--- config.mk ---
export PLATFORM = sky130hd
export DESIGN_NAME = alu_sequencer
export DESIGN_NICKNAME = d
export VERILOG_FILES = /design/src/rtl/alu_pkg.sv /design/src/rtl/alu_sequencer.sv
export SDC_FILE = /design/constraint.sdc
export NUM_CORES = 1
export LEC_CHECK = 0
export ABC_AREA = 1
export CAP_MARGIN = 0
export CORE_ASPECT_RATIO = 1.4
export CORE_MARGIN = 2
export CORE_UTILIZATION = 46
export DETAILED_ROUTE_END_ITERATION = 8
export PLACE_DENSITY = 0.84
export SLEW_MARGIN = 20
export SYNTH_ARGS = -nofsm -noshare
export SYNTH_HDL_FRONTEND = slang
export SYNTH_SLANG_ARGS = --single-unit
--- constraint.sdc ---
create_clock -name clk -period 2.4 [get_ports clk]
set_input_delay 0.24 -clock clk [delete_from_list [all_inputs] [get_ports clk]]
set_output_delay 0.24 -clock clk [all_outputs]
set_load 0.01 [all_outputs]
--- src/rtl/alu_pkg.sv ---
// Shared encodings for the 8-bit ALU and its command sequencer.
package alu_pkg;

  localparam int ALU_WIDTH = 8;

  localparam logic [2:0] ALU_ADD = 3'b000;
  localparam logic [2:0] ALU_SUB = 3'b001;
  localparam logic [2:0] ALU_AND = 3'b010;
  localparam logic [2:0] ALU_OR  = 3'b011;
  localparam logic [2:0] ALU_ROL = 3'b100;
  localparam logic [2:0] ALU_ROR = 3'b101;
  localparam logic [2:0] OP_LOAD = 3'b110;
  localparam logic [2:0] OP_NOP  = 3'b111;

  typedef enum logic [1:0] {
    ST_IDLE = 2'b00,
    ST_EXEC = 2'b01,
    ST_ROT  = 2'b10,
    ST_HOLD = 2'b11
  } seq_state_t;

endpackage

--- src/rtl/alu_sequencer.sv ---
// Command front end for the external 8-bit ALU: holds the accumulator, drives
// the ALU operands from registers and returns each result over a valid/ready stream.
module alu_sequencer
  import alu_pkg::*;
(
  input  logic                 clk,
  input  logic                 rst_n,
  input  logic                 cmd_valid,
  output logic                 cmd_ready,
  input  logic [2:0]           cmd_op,
  input  logic [ALU_WIDTH-1:0] cmd_operand,
  output logic [ALU_WIDTH-1:0] alu_a,
  output logic [ALU_WIDTH-1:0] alu_b,
  output logic [2:0]           alu_sel,
  input  logic [ALU_WIDTH-1:0] alu_r,
  output logic                 res_valid,
  input  logic                 res_ready,
  output logic [ALU_WIDTH-1:0] res_data,
  output logic                 res_zero
);

  localparam int WIDTH = ALU_WIDTH;

  seq_state_t       state_q, state_d;
  logic [WIDTH-1:0] acc_q, acc_d;
  logic [WIDTH-1:0] b_q, b_d;
  logic [2:0]       sel_q, sel_d;
  logic [2:0]       rem_q, rem_d;
  logic             res_valid_q, res_valid_d;
  logic             cmd_ready_q, cmd_ready_d;
  logic             zero_q, zero_d;

  // Next-state, accumulator and operand latch logic.
  always_comb begin
    state_d = state_q;
    acc_d   = acc_q;
    b_d     = b_q;
    sel_d   = sel_q;
    rem_d   = rem_q;
    case (state_q)
      ST_IDLE: begin
        if (cmd_valid) begin
          b_d = cmd_operand;
          case (cmd_op)
            ALU_ADD, ALU_SUB, ALU_AND, ALU_OR: begin
              sel_d   = cmd_op;
              state_d = ST_EXEC;
            end
            ALU_ROL, ALU_ROR: begin
              sel_d = cmd_op;
              if (cmd_operand[2:0] != 3'd0) begin
                rem_d   = cmd_operand[2:0];
                state_d = ST_ROT;
              end else begin
                state_d = ST_HOLD;
              end
            end
            OP_LOAD: begin
              sel_d   = ALU_ADD;
              acc_d   = cmd_operand;
              state_d = ST_HOLD;
            end
            default: begin
              sel_d   = ALU_ADD;
              state_d = ST_HOLD;
            end
          endcase
        end else begin
          state_d = ST_IDLE;
        end
      end
      ST_EXEC: begin
        acc_d   = alu_r;
        state_d = ST_HOLD;
      end
      ST_ROT: begin
        // Each pass applies one single-bit rotate from the ALU.
        acc_d = alu_r;
        rem_d = rem_q - 3'd1;
        if (rem_q == 3'd1) begin
          state_d = ST_HOLD;
        end else begin
          state_d = ST_ROT;
        end
      end
      ST_HOLD: begin
        if (res_ready) begin
          state_d = ST_IDLE;
        end else begin
          state_d = ST_HOLD;
        end
      end
      default: begin
        state_d = ST_IDLE;
      end
    endcase
  end

  // Registered handshake flags derived from the upcoming state.
  always_comb begin
    res_valid_d = (state_d == ST_HOLD);
    cmd_ready_d = (state_d == ST_IDLE);
    zero_d      = (acc_d == {WIDTH{1'b0}});
  end

  // State and output registers.
  always_ff @(posedge clk or negedge rst_n) begin
    if (!rst_n) begin
      state_q     <= ST_IDLE;
      acc_q       <= {WIDTH{1'b0}};
      b_q         <= {WIDTH{1'b0}};
      sel_q       <= 3'b000;
      rem_q       <= 3'd0;
      res_valid_q <= 1'b0;
      cmd_ready_q <= 1'b1;
      zero_q      <= 1'b1;
    end else begin
      state_q     <= state_d;
      acc_q       <= acc_d;
      b_q         <= b_d;
      sel_q       <= sel_d;
      rem_q       <= rem_d;
      res_valid_q <= res_valid_d;
      cmd_ready_q <= cmd_ready_d;
      zero_q      <= zero_d;
    end
  end

  assign alu_a     = acc_q;
  assign alu_b     = b_q;
  assign alu_sel   = sel_q;
  assign res_data  = acc_q;
  assign res_valid = res_valid_q;
  assign cmd_ready = cmd_ready_q;
  assign res_zero  = zero_q;

endmodule
# ---- After elaboration in Yosys (flattened, before gate mapping)
# Cells that the tools add are included.
dict set report word_totals {
  input_bits 23
  word_cells 49
  ff_bits 27
  out_inout_bits 30
}
dict set report op_classes {
  eq_ne 14
  mux 14
  n_reduce_logical 12
  addsub 1
}
# cell count
set op_table {}
lappend op_table {{8-bit 2-to-1 mux} 2}
lappend op_table {{8-bit case mux with 2 select lines} 1}
lappend op_table {{3-bit 2-to-1 mux} 4}
lappend op_table {{3-bit equality test (second input constant)} 3}
lappend op_table {{8-bit zero test} 1}
lappend op_table {{2-bit case mux with 4 select lines} 1}
lappend op_table {{2-bit equality test (second input constant)} 3}
lappend op_table {{3-bit by 1-bit equality test with 1-bit output (second input constant)} 2}
lappend op_table {{3-bit by 2-bit equality test with 1-bit output (second input constant)} 2}
lappend op_table {{3-bit case mux with 2 select lines} 1}
lappend op_table {{6-bit OR reduction} 1}
lappend op_table {{2-bit zero test} 2}
lappend op_table {{2-bit 2-to-1 mux} 2}
lappend op_table {{2-bit inequality test (second input constant)} 2}
lappend op_table {{2-bit case mux with 2 select lines} 1}
lappend op_table {{4-bit AND reduction} 1}
lappend op_table {{2-bit OR reduction} 2}
lappend op_table {{4-bit OR reduction} 1}
lappend op_table {{3-bit zero test} 1}
lappend op_table {{3-bit nonzero test} 1}
lappend op_table {{3-bit by 1-bit subtractor with 3-bit output (second input constant)} 1}
lappend op_table {{2-bit by 1-bit equality test with 1-bit output (second input constant)} 1}
lappend op_table {{1-bit 2-to-1 mux} 2}
lappend op_table {{2-bit by 1-bit inequality test with 1-bit output (second input constant)} 1}
lappend op_table {{2 further kinds} 2}

# ---- Depth between registers and ports, before layout
# Gate-level depths: netlist of run 1.
dict set report depth {
  ltp_word 6
  mapped_depth 11
  mapped_depth_nobuf 11
}

# ---- Worst setup path before layout of run 1
# Ideal clock, no wire load.
dict set report synth_timing {
  path_type {register to register}
  from {register state_q[0]}
  to {register zero_q (netlist: res_zero)}
  arrival_ps 1387
  slack_ps 946
  path_buffers 1
  stages_incl_launch_ff 11
  path_cell_list {dfrtp_1 inv_1 ha_1 clkdlybuf4s18_2 a21oi_1 nand2_1 nand2_1 nand2_1 inv_1 nand2_1 nor2_1}
}
dict set report synth_between {
  elab_chain_len 4
  word_cells_on_any_way 6
  classes_between {2 x eq/ne; 1 x mux; 3 x reduce/logical}
}
# item line_no
set synth_lines {}
lappend synth_lines {{from (decl)} alu_sequencer.sv:24} ;# seq_state_t state_q, state_d;
lappend synth_lines {{from (signal assigned)} alu_sequencer.sv:118} ;# state_q <= state_d;
lappend synth_lines {{2-bit equality test / 2-bit by 1-bit equality test with 1-bit output (equally long branches)} alu_sequencer.sv:40} ;# case (state_q)
lappend synth_lines {{2-bit OR reduction (no line)} -}
lappend synth_lines {{8-bit case mux with 2 select lines (*)} alu_sequencer.sv:40}
lappend synth_lines {{8-bit zero test (*)} alu_sequencer.sv:103} ;# zero_d = (acc_d == {WIDTH{1'b0}});
lappend synth_lines {{named net zero_d} alu_sequencer.sv:31} ;# logic zero_q, zero_d;
lappend synth_lines {{to (signal assigned)} alu_sequencer.sv:125} ;# zero_q <= zero_d;
lappend synth_lines {{to (decl)} alu_sequencer.sv:31}
# Mark *: on every way through the listed nets, which the timed path passes. The rest lies on a longest branch.
# A chain may end at the register's enable or synchronous reset.

# ---- Final worst setup path of run 1
dict set report layout_timing {
  from {register state_q[0]}
  to {register rem_q[1]}
}
dict set report layout_between {
  elab_chain_len 3
  word_cells_on_any_way 8
  classes_between {4 x eq/ne; 1 x mux; 3 x reduce/logical}
}
# item line_no
set layout_lines {}
lappend layout_lines {{2-bit zero test / 2-bit equality test (equally long branches)} alu_sequencer.sv:40}
lappend layout_lines {{2-bit by 1-bit inequality test with 1-bit output (no line), or another cell as far along} -}
lappend layout_lines {{4-bit AND reduction (no line)} -}
lappend layout_lines {{to (signal assigned)} alu_sequencer.sv:122} ;# rem_q <= rem_d;
lappend layout_lines {{to (decl)} alu_sequencer.sv:28} ;# logic [2:0] rem_q, rem_d;
# Parallel ways exist; a longest one is shown, timed or not.

==> results of run 1 <==
layer usage:
| metal | wire length, µm | track usage | up-vias |
|---|---|---|---|
| met2 | 1909 | 0.3625 | 42 |
| met3 | 140 | 0.01844 | 9 |
| li1 | - | - | 698 |
| met4 | 88 | 0.09972 | 0 |
| met1 | 1384 | 0.2483 | 659 |
| met5 | 0 | 0 | - |
flip-flops by register name, indices dropped and copies added, names as in the netlist:
signal,cells
res_valid,1
state_q,2
rem_q,3
res_zero,1
alu_a,8
alu_sel,3
alu_b,8
cmd_ready,1
cells by family after synthesis:
logic type,synth area share
buf+inv,0.1642
compound gates,0.1143
flops,0.4364
fa+ha+maj,0.04831
simple gates,0.2367
synthesized netlist by cell type (all sizes together):
master / n / share of area
nand2: 61 / 0.15
inv: 39 / 0.096
o211ai: 1 / 0.0048
clkbuf: 2 / 0.0048
a21oi: 9 / 0.031
and2: 1 / 0.0040
a22o: 1 / 0.0056
or2: 1 / 0.0040
clkdlybuf4s18: 1 / 0.0064
o221ai: 1 / 0.0056
o21ai: 17 / 0.057
dfrtp: 25 / 0.40
nor2: 4 / 0.020
nand3: 17 / 0.055
o31ai: 2 / 0.0097
dfstp: 2 / 0.034
ha: 6 / 0.048
buf: 12 / 0.057
path summary, 6_finish.rpt:
kind	from	endpoint	slack, ps	depth (start not counted)
worst max-delay path	state_q[0]	rem_q[1]	710	6
worst min-delay path	rst_n	alu_a[4]	330	2
worst max register to register	state_q[0]	rem_q[1]	710	6
worst min register to register	alu_sel[2]	alu_sel[2]	490	2
max in group asynchronous	rst_n	res_zero	1770	2
min in group clk	alu_sel[2]	alu_sel[2]	490	2
report_power, final:
part | switching (mW) | internal, mW | total, mW
Sequential | 0.132 | 0.684 | 0.816
Clock | 0.152 | 0.117 | 0.268
Combinational | 0.789 | 0.753 | 1.54
metrics by stage:
step | cells | hold WS (ps)
finish | 285 | 328.2
global placement | 281 | 464.2
CTS | 285 | 338.3
detailed placement | 281 | 474.6
global route | 285 | 374.8
floorplan | 202 | -55.59
placed cells by master (no fill, tap or decap):
cell type and instances:
nand2_1 59, clkdlybuf4s50_1 52, inv_1 37, dfrtp_1 25, nand3_1 17, o21ai_0 14, a21oi_1 8, ha_1 6
nor2_1 3, clkbuf_8 3, o21ai_1 2, o31ai_1 2, dfstp_2 2, buf_4 2, a21oi_2 1, a22o_1 1
o221ai_1 1, inv_2 1, nor2_8 1, inv_4 1, nand2_4 1, nand2_2 1, and2_1 1, o21ai_2 1
or2_2 1, o211ai_1 1, clkinv_2 1
area by class of cell:
class                           instances  area (µm²)  area share
Sequential cell                        27       678.2      0.3261
Clock inverter                          1       5.005    0.002407
Clock buffer                            3       41.29     0.01986
Timing Repair Buffer                   54       535.5      0.2575
Tap cell                               40       50.05     0.02407
Inverter                               39       148.9     0.07160
Multi-Input combinational cell        121       620.6      0.2984
worst register-to-register path, delay by kind of cell, from the launching register on:
family          cells  cell delay (ps)
compound gates      3              500
flops               1              420
fa+ha+maj           1              400
simple gates        1              220
buf+inv             1              100
==> impl_metrics.tcl, run 1 <==
set metrics [dict create \
    synth_cell_type_count 28 \
    total_leakage_power_nw 1.076 \
    critPathKind "register to register" \
    cts_tree "done" \
    slew_headroom 0.6092 \
    tns_ps 0 \
    io_pins 53 \
    numPortBuffers 52 \
    wirelength_um 3522 \
    dp_hpwl_um 2589 \
    numCtsBuffers 3 \
    worstPathArrival_ps 1910 \
    dieArea_mm2 0.003866 \
    hold_path.class "input pin to async pin" \
    wl_per_cell_um 12.36 \
    ctsResizeCount 0 \
    initial_core_util 0.4687 \
    path_cells "inv_1 -> ha_1 -> nand2_1 -> o21ai_2 -> o211ai_1 -> o21ai_1" \
    synth.avg_cell_area_um2 7.693 \
    via_per_inst 4.940 \
    max_freq_mhz 591.6 \
    outcome "completed" \
    grt_pass1_wl_um 5906 \
    clk_pin_slew_worst_paths_ps 100 \
    startpoint_type "register" \
    cap_violations 0 \
    rows 25 \
    synthToLayoutAreaGrowth_pct 33.82 \
    antenna_found_initial 0 \
    critPathRequiredTime_ps 2620 \
    synth.ff_latch_count 27 \
    cts_hold_buf 0 \
    synth_area_mm2 0.001554 \
    fin_crit_sh 0.7043 \
    finalClockSkew_ps 5.166 \
    postLayoutCellArea_mm2 0.002079 \
    grt_max_degree 28 \
    dieHeight_um 72.77 \
    ir_drop_uv 622.3 \
    post-route-min-period_ps 1690 \
    fillers 307 \
    rsz0062_at_grt "no" \
    worst_pin_slew_ps 586.3 \
    finalMaxSlewViolations 0 \
    path_max_fanout 11 \
    power_density_mw_per_mm2 1263 \
    utilization 0.6272 \
    slowest_stage "dfrtp_1" \
    ys_seq_area_frac 0.4364 \
    h-tree-depth 1 \
    drt_iter0_drc 56 \
    synth_nets 231 \
    syn_inst 202 \
    clkLatencyLatePin_ps 280 \
    die_w_um 53.12 \
    grt_util_all_layers 0.2069 \
    drc 0 \
    cts_setup_buffers 0 \
    cts.sinks 27 \
    setup_ws_ps 709.6 \
    endpoint_kind "register" \
    hold_violations 0 \
    max_stage_delay_ps 420 \
    vias 1408 \
    nets 275 \
    overflow 0 \
    place_ws_ps 750.7 \
    yosys_warnings 0 \
    drive_gt1_frac 0.06531 \
    path_delay_family "compound AO/OA/AOI/OAI gates" \
    cts_buffer_depth 2 \
    diodes 0 \
    setup_viol 0 \
    clockRootBuffer "clkbuf_8" \
    drtPass1Iterations 4 \
    grt_pass1_vias 1358 \
    final_antenna_net_count 0 \
    power_mw 2.626 \
    place_area_mm2 0.002033 \
    crit_buf_inv 1 \
    place.gp.congestion 0.8390 \
    core_region_area_mm2 0.003316 \
]
Note: power is estimated with default switching activity, not from simulation.
==> inputs of run 2 (changes only) <==
Settings changed: CORE_UTILIZATION 46 to 41, PLACE_DENSITY 0.84 to 0.79.
Clock period 2.4 ns to 1.48 ns, I/O delays scaled along.
==> impl_metrics.tcl, run 2 (same netlist as run 1, synthesis figures left out) <==
set metrics [dict create \
    outcome "completed" \
    clkLatencyLatePin_ps 270 \
    grt_max_degree 28 \
    hold_violations 0 \
    io_pins 53 \
    finalNonFillerCells 293 \
    dieArea_mm2 0.004306 \
    cts.sinks 27 \
    die_w_um 56.03 \
    overflow 0 \
    post-route-min-period_ps 1375 \
    h-tree-depth 1 \
    numPortBuffers 52 \
    startpoint_type "register" \
    cts_tree "done" \
    clk_pin_slew_worst_paths_ps 90 \
    drive_gt1_frac 0.1116 \
    endpoint_kind "register" \
    initial_core_util 0.4265 \
    drt_iter0_drc 26 \
    worst_r2r_path_depth 5 \
    dieHeight_um 76.85 \
    reg2reg_from "state_q[0]" \
    critPathRequiredTime_ps 1650 \
    worstPathArrival_ps 1550 \
    fillers 345 \
    dp_hpwl_um 2574 \
    numCtsBuffers 3 \
    wl_per_cell_um 11.39 \
    wirelength_um 3337 \
    dp.cells 289 \
    ir_drop_uv 1270 \
    power_density_mw_per_mm2 2043 \
    finalClockSkew_ps 6.013 \
    setup_viol 0 \
    rsz0062_at_grt "no" \
    via_per_inst 4.843 \
    drc 0 \
    core_region_area_mm2 0.003643 \
    layout_common_cells "nand2_1, clkdlybuf4s50_1, inv_1" \
    diodes 0 \
    grt_pass1_vias 1368 \
    rows 26 \
    antenna_found_initial 0 \
    critPathKind "register to register" \
    worst_pin_slew_ps 549.7 \
    grt_pass1_wl_um 6051 \
    cap_violations 0 \
    cts_buffer_depth 2 \
    hold_path.class "input pin to async pin" \
    place.gp.congestion 0.7861 \
    clockRootBuffer "clkbuf_8" \
    r2r_setup_slack_ps 100 \
    max_freq_mhz 727.1 \
    nets 281 \
    tns_ps 0 \
    finalMaxSlewViolations 0 \
    layout_commonest_cell "nand2_1" \
    slew_headroom 0.6304 \
    worst_r2r_endpoint "res_valid" \
    vias 1419 \
    final_antenna_net_count 0 \
    drtPass1Iterations 5 \
    synthToLayoutAreaGrowth_pct 39.05 \
    fin_crit_sh 0.9293 \
    path_max_fanout 3 \
    total_leakage_power_nw 1.112 \
    grt_util_all_layers 0.1709 \
]
-- run 2: cell count changes in the layout (fill, tap and decap cells not counted), moves of 2 or more --
cell / previous run / this run
ha_1: 6 / 4
dlygate4sd2_1: 0 / 2
clkdlybuf4s50_1: 52 / 50
inv_1: 37 / 35
buf_4: 2 / 7
inv_2: 1 / 3
-- run 2: repair_timing --
item | CTS | global route
buffers inserted | 0 | 0
pin swaps | 0 | 1
setup endpoints to repair | 3 | 6
hold buffers | 0 | 0
gates resized for setup | 3 | 9
-- run 2: cell type report --
class                   instances  area (µm²)  share of cell area
multi-input cells             121       654.4              0.3028
clock buffers                   4       45.04             0.02085
repair buffers                 60       581.8              0.2693
flip-flops and latches         27       678.2              0.3138
well taps                      42       52.55             0.02432
inverters                      39       148.9             0.06891
-- run 2: critical path, stage by stage, from the launching register on --
cell and delay (ps):
dfrtp_1 420, ha_2 220, a21oi_2 170, o21ai_1 90
a22o_1 240, and2_1 140
-- run 2: through the flow --
step / power [mW] / utilization / hold WS (ps) / setup WS [ps] / area, µm²
3_3_place_gp: 3.871 / 0.5711 / 469.7 / -10.08 / 2081
2_1_floorplan: 2.903 / - / -147.6 / 25.67 / 1554
3_5_place_dp: 3.924 / 0.5711 / 475.7 / -27.48 / 2081
5_1_grt: 4.839 / 0.5931 / 285.5 / 7.116 / 2161
6_report: 4.415 / 0.5931 / 233.4 / 104.7 / 2161
4_1_cts: 4.345 / 0.5834 / 249.3 / 45.44 / 2126
-- run 2: where the power goes --
| group | internal (mW) | total [mW] | switching (mW) | leakage (nW) |
|---|---|---|---|---|
| combinational | 1.35 | 2.68 | 1.33 | 0.757 |
| sequential | 1.11 | 1.33 | 0.216 | 0.332 |
| clock | 0.193 | 0.411 | 0.218 | 0.0228 |
-- run 2: layer usage --
metal,global-route usage,vias to the layer above,share of wire
met2,0.3094,46,0.52
met5,0,-,0
li1,-,715,-
met1,0.2147,653,0.43
met3,0.01518,5,0.037
met4,0.04524,0,0.011
-- run 2: how the worst max path moves through the flow --
| stage | depth (start not counted) | from | end |
|---|---|---|---|
| final | 5 | state_q[0] | res_valid |
| after global routing | 9 | state_q[0] | res_zero |
| after CTS | 9 | state_q[1] | res_zero |
| after detailed placement | 10 | cmd_op[0] | res_zero |
| after global placement | 10 | cmd_op[0] | res_zero |
| after floorplan | 10 | state_q[0] | res_zero |
